<file path="config.mk">
export PLATFORM = sky130hd
export DESIGN_NAME = dff_shift_bank
export DESIGN_NICKNAME = d
export VERILOG_FILES = /design/src/rtl/dff_shift_bank.sv
export SDC_FILE = /design/constraint.sdc
export NUM_CORES = 1
export LEC_CHECK = 0
export ABC_CLOCK_PERIOD_IN_PS = 1300
export CORE_AREA = 2 2 39 41
export CTS_BUF_LIST = sky130_fd_sc_hd__clkbuf_16
export CTS_CLUSTER_SIZE = 20
export DETAILED_ROUTE_END_ITERATION = 10
export DIE_AREA = 0 0 41 43
export HOLD_SLACK_MARGIN = 0.06
export PLACE_DENSITY = 0.71
export SYNTH_ARGS = -nofsm -noshare
export SYNTH_HDL_FRONTEND = slang
export SYNTH_SLANG_ARGS = --single-unit
</file>
<file path="constraint.sdc">
create_clock -name clk -period 1.3 [get_ports clk]
set_clock_uncertainty 0.05 [all_clocks]
set_input_delay 0.13 -clock clk [delete_from_list [all_inputs] [get_ports clk]]
set_output_delay 0.13 -clock clk [all_outputs]
set_load 0.05 [all_outputs]
</file>
<file path="src/rtl/dff_shift_bank.sv">
// dff_shift_bank: WIDTH-bit universal register (hold / load / shift left /
// shift right) with serial in/out at both ends, plus a shift counter that
// pulses 'wrap' each time a full word has been shifted through.
// Optional build macro DSB_ROTATE_EN: when defined, shifts issued with rot=1
// recirculate the outgoing bit instead of taking sin_l/sin_r. The port list
// is the same in both builds; without the macro 'rot' is ignored.
module dff_shift_bank #(
  parameter int WIDTH = 4,
  parameter logic [WIDTH-1:0] RESET_VAL = '0,
  localparam int CW = (WIDTH > 1) ? $clog2(WIDTH) : 1
) (
  input  logic             clk,
  input  logic             reset,
  input  logic             en,
  input  logic [1:0]       mode,
  input  logic [WIDTH-1:0] d,
  input  logic             sin_l,
  input  logic             sin_r,
  input  logic             rot,
  output logic [WIDTH-1:0] q,
  output logic [WIDTH-1:0] qn,
  output logic             sout_l,
  output logic             sout_r,
  output logic [CW-1:0]    shift_cnt,
  output logic             wrap
);

  typedef enum logic [1:0] {
    MODE_HOLD = 2'b00,
    MODE_LOAD = 2'b01,
    MODE_SHL  = 2'b10,
    MODE_SHR  = 2'b11
  } mode_t;

  mode_t            w_mode;
  logic             w_sinL;
  logic             w_sinR;
  logic [WIDTH-1:0] w_shlQ;
  logic [WIDTH-1:0] w_shrQ;
  logic             w_cntAtLast;

  logic [WIDTH-1:0] r_q;
  logic [CW-1:0]    r_shiftCnt;
  logic             r_wrap;

  assign w_mode      = mode_t'(mode);
  assign w_cntAtLast = (r_shiftCnt == CW'(WIDTH - 1));

`ifdef DSB_ROTATE_EN
  // Rotation feeds the bit falling off one end back into the other end.
  always_comb begin
    w_sinL = rot ? r_q[WIDTH-1] : sin_l;
    w_sinR = rot ? r_q[0]       : sin_r;
  end
`else
  logic w_rotUnused;
  assign w_rotUnused = rot;

  // Without rotation support the serial inputs always come from the pins.
  always_comb begin
    w_sinL = sin_l;
    w_sinR = sin_r;
  end
`endif

  // Shifted candidates; written with shifts so WIDTH=1 simply loads the serial bit.
  always_comb begin
    w_shlQ    = r_q << 1;
    w_shlQ[0] = w_sinL;
    w_shrQ          = r_q >> 1;
    w_shrQ[WIDTH-1] = w_sinR;
  end

  // Register contents, shift counter and wrap pulse; reset dominates enable.
  always_ff @(posedge clk or negedge reset) begin
    if (!reset) begin
      r_q        <= RESET_VAL;
      r_shiftCnt <= '0;
      r_wrap     <= 1'b0;
    end else if (!en) begin
      r_wrap <= 1'b0;
    end else begin
      case (w_mode)
        MODE_HOLD: begin
          r_wrap <= 1'b0;
        end
        MODE_LOAD: begin
          r_q        <= d;
          r_shiftCnt <= '0;
          r_wrap     <= 1'b0;
        end
        MODE_SHL, MODE_SHR: begin
          r_q <= (w_mode == MODE_SHL) ? w_shlQ : w_shrQ;
          if (w_cntAtLast) begin
            r_shiftCnt <= '0;
            r_wrap     <= 1'b1;
          end else begin
            r_shiftCnt <= r_shiftCnt + 1'b1;
            r_wrap     <= 1'b0;
          end
        end
        default: begin
          r_wrap <= 1'b0;
        end
      endcase
    end
  end

  assign q         = r_q;
  assign qn        = ~r_q;
  assign sout_l    = r_q[WIDTH-1];
  assign sout_r    = r_q[0];
  assign shift_cnt = r_shiftCnt;
  assign wrap      = r_wrap;

endmodule

</file>
==> impl_metrics.py <==
metrics = {
    "power_and_ir_drop": {
        "pwr-share-clk": 0.320,
        "max-vdd-ir-drop_mv": 1.01,
        "p_int_mw": 1.04,
        "p_leak_nw": 0.406,
        "comb_power_share": 0.467,
        "seqPwrFrac": 0.213,
        "p_sw_frac": 0.355,
        "power_density_mw_per_mm2": 1800,
        "total_power_mw": 1.61,
        "switching_power_uw": 573,
    },
    "synthesis": {
        "synth_mux_area_frac": 0.0985,
        "synth_top_cells_by_count": "7 x dfrtp_1, 6 x o21ai_0, 5 x inv_1",
        "ys_warn_count": 0,
        "ys.flop_type": "dfrtp_1",
        "synthAdderAreaFrac": 0.0308,
        "postSynthAreaPerCell_um2": 9.46,
        "synth-edff-count": 0,
        "synth_area_leader_cell": "dfrtp_1",
        "synth-compound-area-share": 0.234,
        "synthSimpleGateAreaFrac": 0.0831,
        "async_reset_ff_frac": 1.00,
        "synth-xor-area-share": 0,
        "netlist_instances": 43,
        "synth_area_um2": 407,
        "ys_seq_elements": 7,
        "ys_seq_area_frac": 0.431,
        "yosys-top-cells-area": "dfrtp_1 43%, mux2i_1 9.8%, o21ai_0 7.4%",
        "syn_nets": 56,
        "yosysUniqueCellTypes": 14,
        "yosysMostFrequentCell": "dfrtp_1",
        "synth_top_family_by_area": "compound AO/OA/AOI/OAI gates",
        "yosysTopAreaCellShare": 0.431,
    },
    "clock_tree": {
        "post_cts_resized": 0,
        "clk_root_buffer_cell": "clkbuf_16",
        "htreeDepth": 1,
        "clock_sinks": 7,
        "numCtsBuffers": 3,
        "post-cts-setup-buffer-count": 0,
        "postCtsHoldBufs": 0,
        "clk_pin_slew_ns": 0.04,
        "cts_tree": "done",
        "clk_latency_ns": 0.23,
        "clockBufferDepth": 2,
    },
    "route": {
        "vias": 417,
        "dr.pass1.iters": 4,
        "vias_per_cell": 4.79,
        "final_antenna_net_count": 0,
        "dr.first_iter.drc_count": 4,
        "wirelength_mm": 1.03,
        "drcViolationCount": 0,
        "wl_per_cell_um": 11.8,
    },
    "sta": {
        "max_freq_ghz": 0.845,
        "period_minus_slack_ns": 1.18,
        "maxSlewHeadroom": 0.782,
        "rsz0062_at_grt": "false",
        "slew_viol_final": 0,
        "hold_viol_final": 0,
        "worst_slew_pin_slew_ns": 0.326,
        "setup_viol": 0,
        "layout_setup_ws_ns": 0.117,
        "min_period_over_period": 0.910,
    },
    "critical_path": {
        "cp_num_buf_inv": 2,
        "path_class": "register to output pin",
        "worst-path-max-fanout": 4,
        "reg2reg_from": "shift_cnt[0]$_DFFE_PN0P_",
        "cpLargestDelayFamily": "flip-flops",
        "required_ns": 1.12,
        "max_stage_delay_ns": 0.45,
        "worstPathArrival_ns": 1.00,
        "crit_slowest_cell": "dfrtp_2",
        "path_cells": "clkinvlp_4 > buf_12",
        "endpoint_kind": "output pin",
        "crit_start": "q[3]$_DFFE_PN0P_",
        "critPathLaunchType": "register",
    },
    "layout": {
        "drive_above_1_share": 0.451,
        "nNetsFinal": 85,
        "num_antenna_cells": 0,
        "postLayoutCoreUtil": 0.647,
        "fillCellCount": 114,
        "syn_to_final_growth_pct": 120,
    },
    "worst_hold_path": {
        "hold_class": "primary input to async pin",
    },
    "placement": {
        "place.gp.congestion": 0.703,
        "pre_cts_ws_ns": -0.0532,
        "dp.final_hpwl_um": 843,
        "port_buffers": 23,
    },
    "die": {
        "core_mm2": 0.00138,
        "row_count": 14,
        "start_util": 0.294,
        "die_x_um": 41,
        "pin_count": 25,
        "die_area_mm2": 0.00176,
        "die_y_um": 43,
    },
    "global_route": {
        "grt_pass1_vias": 393,
        "grt_pass1_wl_mm": 1.68,
        "grt_overflow": 0,
        "grt_max_degree": 8,
        "grt_util_all_layers": 0.142,
        "antenna_found_initial": 0,
    },
    "job": {
        "maxCapViolCount": 0,
    },
    "status": {
        "status": "finished, final reports clean",
    },
}
cell usage in the layout, fill, tap and decap left out, drive strengths merged:
master,instances
clkinvlp,4
clkbuf,3
buf,18
o22ai,4
clkinv,1
and3,1
clkdlybuf4s50,10
dfrtp,7
nand3,4
a21o,4
a32o,1
mux2i,4
inv,1
o21ai,6
nand2,2
ha,1
flip-flops by register name, indices dropped and copies added (netlist names):
register / count
q: 4
shift_cnt: 2
wrap: 1
cell families after synthesis:
| group | Yosys count |
|---|---|
| DFF | 7 |
| adders and majority gates | 1 |
| AOI/OAI and AO/OA | 15 |
| buffers and inverters | 9 |
| muxes | 4 |
| and+or+nand+nor | 7 |
final cells by class:
cell class	count	area, um2	area share
clock buffers	3	75.1	0.0838
clock inverters	1	5.00	0.00559
inverters	5	33.8	0.0377
multi-input cells	27	181	0.203
flip-flops and latches	7	183	0.204
well taps	16	20.0	0.0223
repair buffers	28	398	0.444
stage by stage:
| step | instance area (um2) | setup TNS, ns | instances | hold slack, ns |
|---|---|---|---|---|
| finish | 896 | 0 | 87 | 0.118 |
| global route | 896 | 0 | 87 | 0.141 |
| CTS | 896 | 0 | 87 | 0.124 |
| detailed placement | 816 | -0.171 | 83 | 0.363 |
| global placement | 816 | -0.141 | 83 | 0.365 |
| floorplan | 429 | -0.112 | 43 | -0.216 |
worst paths after layout:
| check | depth (start not counted) | endpoint | slack [ns] |
|---|---|---|---|
| min reg2reg | 1 | shift_cnt[0]$_DFFE_PN0P_ | 0.50 |
| max in group asynchronous | 1 | shift_cnt[1]$_DFFE_PN0P_ | 0.82 |
| max reg2reg | 2 | shift_cnt[1]$_DFFE_PN0P_ | 0.16 |
| min | 1 | wrap$_DFF_PN0_ | 0.12 |
| min in group clk | 1 | shift_cnt[0]$_DFFE_PN0P_ | 0.50 |
| max | 2 | qn[3] | 0.12 |
power by group through the flow:
stage / Sequential (mW) / Clock [mW] / Combinational [mW]
detailed placement: 0.347 / 0 / 0.759
floorplan: 0.448 / 0 / 0.256
global placement: 0.344 / 0 / 0.751
global route: 0.350 / 0.541 / 0.789
CTS: 0.345 / 0.529 / 0.759
finish: 0.344 / 0.516 / 0.754
routing by layer:
| metal | vias up | wire length [um] | GRT usage |
|---|---|---|---|
| li1 | 212 | - | - |
| met2 | 16 | 508 | 0.219 |
| met3 | 0 | 57 | 0.0157 |
| met4 | 0 | 0 | 0.100 |
| met5 | - | 0 | 0 |
| met1 | 189 | 463 | 0.172 |
No activity file was read; power rests on OpenSTA's default activity.
